--- src/rtl/scedma_chnlsched.sv ---
// scedma_chnlsched: round-robin job scheduler in front of a single scedma_chnl.
//
// Each requester owns a one-deep descriptor slot. Full slots are granted
// round-robin. The granted descriptor is latched onto o_chnl_cfg, the channel
// is started with a one-cycle pulse, and the scheduler waits for done.
// Zero-length jobs and watchdog expiry complete with an error flag.
//
// Ports:
//   i_clk, i_reset        clock, asynchronous active-high reset
//   i_req_valid/i_req_cfg descriptor offer per requester
//   o_req_ready           slot empty (registered)
//   o_chnl_cfg            registered descriptor to the channel
//   o_chnl_start          one-cycle start pulse
//   i_chnl_busy           channel busy
//   i_chnl_done           channel done pulse
//   o_cmpl, o_cmpl_err    per-requester completion pulse and error qualifier
//   o_cur_id              currently granted requester
//   o_busy                scheduler not idle
//   o_intr                [0] any completion, [1] completion with error

package scedma_pkg;
  typedef struct packed {
    logic [31:0] srcaddr;
    logic [31:0] dstaddr;
    logic [15:0] transsize;
  } chnlcfg_t;
endpackage

module scedma_chnlsched
  import scedma_pkg::*;
#(
  parameter int unsigned NREQ = 4,
  parameter int unsigned TOW  = 16
) (
  input  logic                      i_clk,
  input  logic                      i_reset,
  input  logic [NREQ-1:0]           i_req_valid,
  input  chnlcfg_t [NREQ-1:0]       i_req_cfg,
  output logic [NREQ-1:0]           o_req_ready,
  output chnlcfg_t                  o_chnl_cfg,
  output logic                      o_chnl_start,
  input  logic                      i_chnl_busy,
  input  logic                      i_chnl_done,
  output logic [NREQ-1:0]           o_cmpl,
  output logic                      o_cmpl_err,
  output logic [2:0]                o_cur_id,
  output logic                      o_busy,
  output logic [7:0]                o_intr
);

  localparam int unsigned IDW = (NREQ > 1) ? $clog2(NREQ) : 1;
  localparam logic [IDW:0] NreqW = NREQ[IDW:0];
  // Watchdog fires on the RUN cycle where it would step to all-ones.
  localparam logic [TOW-1:0] WdLast = {{(TOW-1){1'b1}}, 1'b0};

  typedef enum logic [1:0] {StIdle, StStart, StRun, StCmpl} state_e;

  state_e           r_state;
  chnlcfg_t         r_slot [NREQ];
  logic [NREQ-1:0]  r_full;
  logic [IDW-1:0]   r_rr;
  logic [IDW-1:0]   r_cur_id;
  logic [TOW-1:0]   r_wd;
  chnlcfg_t         r_chnl_cfg;
  logic             r_chnl_start;
  logic [NREQ-1:0]  r_cmpl;
  logic             r_cmpl_err;
  logic [7:0]       r_intr;

  logic [NREQ-1:0]  w_acc;
  logic             w_found;
  logic [IDW-1:0]   w_gnt;
  logic [IDW:0]     w_sum;
  logic [IDW:0]     w_rr_sum;
  logic [IDW-1:0]   w_rr_next;

  assign w_acc = i_req_valid & ~r_full;

  // First full slot searching rr, rr+1, ... mod NREQ.
  always_comb begin
    w_found = 1'b0;
    w_gnt   = '0;
    w_sum   = '0;
    for (int k = 0; k < NREQ; k++) begin
      w_sum = {1'b0, r_rr} + (IDW+1)'(k);
      if (w_sum >= NreqW) w_sum = w_sum - NreqW;
      if (!w_found && r_full[w_sum[IDW-1:0]]) begin
        w_found = 1'b1;
        w_gnt   = w_sum[IDW-1:0];
      end
    end
    w_rr_sum  = {1'b0, w_gnt} + (IDW+1)'(1);
    w_rr_next = (w_rr_sum >= NreqW) ? '0 : w_rr_sum[IDW-1:0];
  end

  // Slots: a slot can only be cleared while full, and only accepted while
  // empty, so accept and clear never collide on the same bit.
  always_ff @(posedge i_clk or posedge i_reset) begin
    if (i_reset) begin
      r_full <= '0;
      for (int i = 0; i < NREQ; i++) r_slot[i] <= '0;
    end else begin
      for (int i = 0; i < NREQ; i++) begin
        if (w_acc[i]) begin
          r_full[i] <= 1'b1;
          r_slot[i] <= i_req_cfg[i];
        end else if (r_cmpl[i]) begin
          r_full[i] <= 1'b0;
        end
      end
    end
  end

  // Outputs are registered on the transition into the state they belong to.
  always_ff @(posedge i_clk or posedge i_reset) begin
    if (i_reset) begin
      r_state      <= StIdle;
      r_rr         <= '0;
      r_cur_id     <= '0;
      r_wd         <= '0;
      r_chnl_cfg   <= '0;
      r_chnl_start <= 1'b0;
      r_cmpl       <= '0;
      r_cmpl_err   <= 1'b0;
      r_intr       <= '0;
    end else begin
      r_chnl_start <= 1'b0;
      r_cmpl       <= '0;
      r_cmpl_err   <= 1'b0;
      r_intr       <= '0;
      unique case (r_state)
        StIdle: begin
          if (w_found && !i_chnl_busy) begin
            r_chnl_cfg <= r_slot[w_gnt];
            r_cur_id   <= w_gnt;
            r_rr       <= w_rr_next;
            if (r_slot[w_gnt].transsize == '0) begin
              // Zero-length: never start the channel, complete with error.
              r_state    <= StCmpl;
              r_cmpl     <= NREQ'(1) << w_gnt;
              r_cmpl_err <= 1'b1;
              r_intr     <= 8'h03;
            end else begin
              r_state      <= StStart;
              r_chnl_start <= 1'b1;
            end
          end
        end
        StStart: begin
          r_wd    <= '0;
          r_state <= StRun;
        end
        StRun: begin
          r_wd <= r_wd + 1'b1;
          if (i_chnl_done) begin
            r_state <= StCmpl;
            r_cmpl  <= NREQ'(1) << r_cur_id;
            r_intr  <= 8'h01;
          end else if (r_wd == WdLast) begin
            // Channel is left running; IDLE waits for its busy to drop.
            r_state    <= StCmpl;
            r_cmpl     <= NREQ'(1) << r_cur_id;
            r_cmpl_err <= 1'b1;
            r_intr     <= 8'h03;
          end
        end
        StCmpl: begin
          r_state <= StIdle;
        end
        default: r_state <= StIdle;
      endcase
    end
  end

  assign o_req_ready  = ~r_full;
  assign o_chnl_cfg   = r_chnl_cfg;
  assign o_chnl_start = r_chnl_start;
  assign o_cmpl       = r_cmpl;
  assign o_cmpl_err   = r_cmpl_err;
  assign o_cur_id     = 3'(r_cur_id);
  assign o_busy       = (r_state != StIdle);
  assign o_intr       = r_intr;

endmodule

--- config.mk ---
export PLATFORM = sky130hd
export DESIGN_NAME = scedma_chnlsched
export DESIGN_NICKNAME = d
export VERILOG_FILES = /design/src/rtl/scedma_chnlsched.sv
export SDC_FILE = /design/constraint.sdc
export NUM_CORES = 1
export LEC_CHECK = 0
export ABC_AREA = 1
export BUFFER_PORTS_ARGS = -buffer_cell sky130_fd_sc_hd__buf_2
export CAP_MARGIN = 0
export CORE_MARGIN = 1.5
export CORE_UTILIZATION = 50
export DETAILED_ROUTE_END_ITERATION = 12
export PLACE_DENSITY = 0.73
export SLEW_MARGIN = 20
export SYNTH_ARGS = -nofsm -noshare
export SYNTH_HDL_FRONTEND = slang
export SYNTH_SLANG_ARGS = --single-unit
--- constraint.sdc ---
create_clock -name i_clk -period 16.1 [get_ports i_clk]
set_clock_uncertainty 0.15 [all_clocks]
set_input_delay 1.61 -clock i_clk [delete_from_list [all_inputs] [get_ports i_clk]]
set_output_delay 1.61 -clock i_clk [all_outputs]
set_load 0.03 [all_outputs]
### Word level (Yosys, flattened, before mapping)

Index checks and enable logic that the tools add are counted.

| storage, ports and cells | value |
|---|---|
| register bits | 440 |
| input port bits | 328 |
| logic and storage cells | 131 |
| output and inout bits | 102 |

| operators by class | value |
|---|---|
| muxes and demuxes | 56 |
| bitwise logic cells | 3 |
| equal/unequal tests | 6 |
| shifts and indexed selects | 2 |
| magnitude comparators | 10 |
| reduce and logical (&&, ||, !) cells | 18 |
| $add $sub $neg | 9 |

Operators by type and width:

| kind | count |
|---|---|
| binary-select mux 80 bit (select 2 bit) | 1 |
| 2-to-1 mux 80 bit | 2 |
| 2-to-1 mux 2 bit | 17 |
| case mux 16 bit (2 select lines) | 1 |
| 2-to-1 mux 1 bit | 23 |
| adder 16 x 1 -> 16 bit (second input constant) | 1 |
| equality test 16 bit (second input constant) | 1 |
| zero test 16 bit | 1 |
| 2-to-1 mux 4 bit | 4 |
| greater-or-equal comparator 3 bit (second input constant) | 5 |
| less-than comparator 2 x 3 -> 1 bit (second input constant) | 4 |
| nonzero test 2 bit | 6 |
| binary-select mux 1 bit (select 2 bit) | 4 |
| case mux 2 bit (4 select lines) | 1 |
| case mux 4 bit (2 select lines) | 1 |
| << shifter 1 x 2 -> 4 bit (first input constant) | 2 |
| subtractor 2 x 1 -> 2 bit (second input constant) | 4 |
| adder 2 x 1 -> 3 bit (second input constant) | 2 |
| adder 2 x 2 -> 3 bit (second input constant) | 2 |
| bitwise AND 4 bit | 1 |
| equality test 2 bit (second input constant) | 2 |
| logical AND 1 bit | 4 |
| zero test 1 bit | 4 |
| NOT 4 bit | 1 |
| other kinds (9) | 10 |

### Longest topological paths before layout

| logic depth | value |
|---|---|
| depth in word-level cells | 22 |
| mapped depth | 22 |
| depth with buffers taken out | 20 |

### Worst setup path after synthesis

OpenSTA, ideal clock, no wires.

| timing | value |
|---|---|
| path kind | input -> register |
| from | in i_req_valid[0] |
| to | reg r_slot[242] (netlist name) |
| library setup time | 0.125 ns |
| arrival | 2.760 ns |
| path buffers | 2 |
| slack | 13.066 ns |
| required time | 15.825 ns |
| cell stages on the path | 4 |
| path through | nand2_1 -> clkbuf_1 -> clkbuf_1 -> mux2_2 |

| on the way | value |
|---|---|
| longest elaborated chain between the ends | 1 |

Ends and longest elaborated chain:

| element | line | RTL |
|---|---|---|
| from (decl) | 37 | `input logic [NREQ-1:0] i_req_valid,` |
| bitwise AND 4 bit | 77 | `assign w_acc = i_req_valid & ~r_full;` |
| to (signal, indexed assignment) | 106 | `r_slot[i] <= i_req_cfg[i];` |
| to (decl) | 59 | `chnlcfg_t r_slot [NREQ];` |

No other way between the ends.
A chain may end at the register's enable or synchronous reset.

### Final worst setup path

| timing | value |
|---|---|
| from | reg r_rr[0] |
| to | reg r_cmpl[2], in the netlist o_cmpl[2] |

| on the way | value |
|---|---|
| longest elaborated chain between the ends | 22 |

Ends and longest elaborated chain:

| element | line | RTL |
|---|---|---|
| from (decl) | 61 | `logic [IDW-1:0] r_rr;` |
| from (signal assigned) | 136 | `r_rr <= w_rr_next;` |
| parallel branches: the longest is 20 deep, another holds adder 2 x 1 -> 3 bit | n/a |  |
| 2-to-1 mux 4 bit (*) | 133 | `if (w_found && !i_chnl_busy) begin` |
| case mux 4 bit (2 select lines) (*) | 131 | `unique case (r_state)` |
| to (signal assigned) | 140 | `r_cmpl <= NREQ'(1) << w_gnt;` |
| to (signal assigned) | 157 | `r_cmpl <= NREQ'(1) << r_cur_id;` |
| to (signal assigned) | 162 | `r_cmpl <= NREQ'(1) << r_cur_id;` |
| to (decl) | 66 | `logic [NREQ-1:0] r_cmpl;` |

Mark *: on every way between the ends. The select of a mux whose other input is x is not followed.

==> impl_metrics.json <==
{
  "vias": 15900,
  "ys_seq_elements": 433,
  "yosysUniqueCellTypes": 36,
  "maxSlewHeadroom_pct": 29.1,
  "drt_first_pass_iters": 5,
  "crit_family": "simple AND/OR/NAND/NOR gates",
  "worstSetupPathType": "flop to flop",
  "cap_viol_max_count": 0,
  "h-tree-depth": 2,
  "fin_crit_ps": 5200,
  "worst-path-max-fanout": 99,
  "register_area_sq_mm": 0.0108,
  "crit_slowest_cell": "buf_4",
  "ant_nets": 0,
  "detailedPlacementHpwl_mm": 38.5,
  "top_usage_layer": "met2",
  "setup_tns_ps": 0,
  "grt_usage_pct": 28.7,
  "crit_buf_inv": 3,
  "rrSetupSlack_ps": 10900,
  "drt_iter0_markers": 1016,
  "nets": 2713,
  "dieArea_sq_mm": 0.0396,
  "fin_crit_sh_pct": 32.3,
  "layout-drive-gt1-share_pct": 29.7,
  "avgSynthCellArea_sq_um": 9.57,
  "nFillCells": 3216,
  "setup_viol": 0,
  "multi_input_area_sq_mm": 0.00713,
  "clock_path_buffers": 3,
  "hold_viol": 0,
  "critPathLaunchType": "flop",
  "grt_use_met2_pct": 44.2,
  "place_congestion": 0.881,
  "pin_count": 430,
  "hold_buffers": 0,
  "power_density_mw_per_mm2": 231,
  "slew_viol_final": 0,
  "async_flop_share_pct": 100,
  "r2r-start": "r_rr[0]$_DFFE_PP0P_",
  "root_buffer": "clkbuf_16",
  "use_met1_pct": 38.0,
  "grt_pass1_vias": 16000,
  "port_buffers": 422,
  "synthFlopType": "dfrtp_1",
  "fp.dieH_um": 199,
  "finish.utilization_pct": 61.7,
  "post_cts_buffers": 0,
  "wirelength_mm": 56.2,
  "avgRoutedWirePerCell_um": 19.1,
  "clkSinkCount": 433,
  "grt_pass1_wl_mm": 87.2,
  "status": "finished clean",
  "cpMostUsedCell": "nand2_1",
  "via_per_inst": 5.39,
  "hold_end": "r_full[2]$_DFFE_PP0P_",
  "rsz0062_at_grt": "no",
  "endpoint_kind": "flop",
  "crit_path_max_incr_delay_ps": 850,
  "grt_start_max_net_pins": 108,
  "r2r_end": "o_cmpl[2]$_DFF_PP0_",
  "antenna_found_initial": 21,
  "overflow": 0,
  "worst_pin_slew_ps": 1060,
  "initial_core_util_pct": 50.9,
  "path_cells": "inv_4 > nand2_1 > nand2_2 > nand2_1 > nand2_1 > nor2_4 > nand3_2 > nand3_4 > buf_4 > buf_4 > nand2_1 > nand3_1 > nand2_1 > nand2_1 > nor2_1 > nand2_1 > nor2_4 > nand3_1 > nand2_1",
  "syn2layout_area_growth_pct": 21.2,
  "postSynthCellCount": 2008,
  "cp.required_ps": 16400,
  "r2r_cells": 19,
  "coreArea_sq_mm": 0.0378,
  "leakage_nw": 11.9,
  "syn_area_sq_mm": 0.0192,
  "hp-start": "o_cmpl[2]$_DFF_PP0_",
  "rows": 71,
  "insertion_delay_ps": 570,
  "met3_usage_pct": 6.09,
  "die_width_um": 199,
  "postCtsResizedCells": 0,
  "synth_edf_count": 0,
  "tritoncts": "yes",
  "cts_buffers": 46,
  "worstHoldPathCells": 1,
  "crit_arrival_ps": 5500,
  "clk_transition_reported_paths_ps": 60,
  "ys_seq_area_share_pct": 56.4,
  "hold_class": "flop to flop",
  "drcViolationCount": 0,
  "ys_warn_count": 0,
  "ir_worst_vdd_uv": 182,
  "max_freq_mhz": 192
}
==> cells by family after synthesis <==
kind of cell,count (synthesis),synth area share (%)
buffers and inverters,321,6.84
AOI/OAI and AO/OA,335,9.85
adders and majority gates,8,0.521
DFF,433,56.4
other,1,0.0195
and+or+nand+nor,725,15.6
muxes,185,10.7
==> metrics by stage <==
stage / hold slack, ps / worst slack (ps) / std cells / cell area [sq um] / power (mW)
2_1_floorplan: 321 / 2280 / 2014 / 19200 / 3.58
3_3_place_gp: 312 / 11080 / 2840 / 21600 / 4.18
3_5_place_dp: 319 / 10970 / 2840 / 21600 / 4.24
4_1_cts: 336 / 10930 / 2925 / 23200 / 5.39
5_1_grt: 347 / 10570 / 2933 / 23300 / 5.75
6_report: 334 / 10900 / 2943 / 23300 / 5.38
==> placed cells by master, fill, tap and decap left out, types with 4 or more instances in the layout <==
cell       Yosys  layout
nand2_1      394     390
buf_2         32     422
diode_2        0      18
nor3_1         5       5
bufinv_16      0       4
o211ai_1      79      79
a21oi_1      169     169
mux2i_1       15      15
ha_1           8       8
inv_1        186     184
o21ai_0       79      79
nand2_4        1       5
clkbuf_8       0      16
mux2_2       170     170
clkbuf_16      0      49
nand3_1       96      96
clkinv_2       0      11
buf_4         13      17
conb_1         1       7
dfrtp_1      433     433
nor2_4         4       5
clkbuf_1      59       5
nand4_1       35      35
inv_2          8       7
nor2_1       182     182
==> per-layer routing <==
metal  share of wire [%]  up-vias
met4                 4.7       14
li1                    -     7356
met1                  41     7754
met3                 7.5      149
met2                  46      604
met5                0.16        -
==> cells in the mapped netlist (2+ instances only) <==
master	number	area share, %
dfrtp_1	433	56
nand2_1	394	7.7
nand3_2	3	0.16
mux2i_1	15	0.78
nor2_1	182	3.6
clkbuf_1	59	1.2
mux2_2	170	10
o211ai_1	79	3.1
inv_4	2	0.065
nand4_1	35	1.1
nand3_1	96	2.5
buf_1	18	0.35
o22ai_1	2	0.065
o21ai_0	79	2.1
nor3_1	5	0.13
ha_1	8	0.52
buf_2	32	0.83
a211oi_1	2	0.078
nor2_4	4	0.23
buf_6	2	0.12
inv_1	186	3.6
buf_4	13	0.51
a21oi_1	169	4.4
inv_2	8	0.16
==> area by class of cell <==
type | instances | area share (%)
Tap cell | 511 | 2.75
Clock buffer | 70 | 6.29
Clock inverter | 15 | 0.774
Timing Repair Buffer | 439 | 9.62
Antenna cell | 18 | 0.193
Sequential cell | 433 | 46.5
Inverter | 197 | 3.24
Multi-Input combinational cell | 1260 | 30.6
==> how the worst max path moves through the flow <==
stage                                   start                   endpoint  slack, ps  cells past startpoint
final                     r_rr[0]$_DFFE_PP0P_        o_cmpl[2]$_DFF_PP0_      10900                     19
after global routing      r_rr[0]$_DFFE_PP0P_     r_state[1]$_DFFE_PP0P_      10570                     21
after CTS                 r_rr[0]$_DFFE_PP0P_        o_cmpl[2]$_DFF_PP0_      10930                     19
after detailed placement  r_rr[0]$_DFFE_PP0P_        o_cmpl[2]$_DFF_PP0_      10970                     18
after global placement    r_rr[0]$_DFFE_PP0P_        o_cmpl[2]$_DFF_PP0_      11080                     19
after floorplan                       i_reset  o_chnl_cfg[0]$_DFFE_PP0P_       2280                      1
==> sequential cells by signal (all words and copies together), names as in the netlist <==
signal        cells
r_rr              2
r_state           2
r_cur_id          2
o_chnl_start      1
r_slot          320
o_intr            2
o_cmpl            4
o_chnl_cfg       80
r_full            4
r_wd             16
==> where the power goes <==
part	internal [mW]	leakage, nW	switching, mW
sequential	1.61	5.06	0.250
combinational	0.792	6.02	1.59
clock	0.690	0.817	0.444
Power figures use the tool's default switching activity.
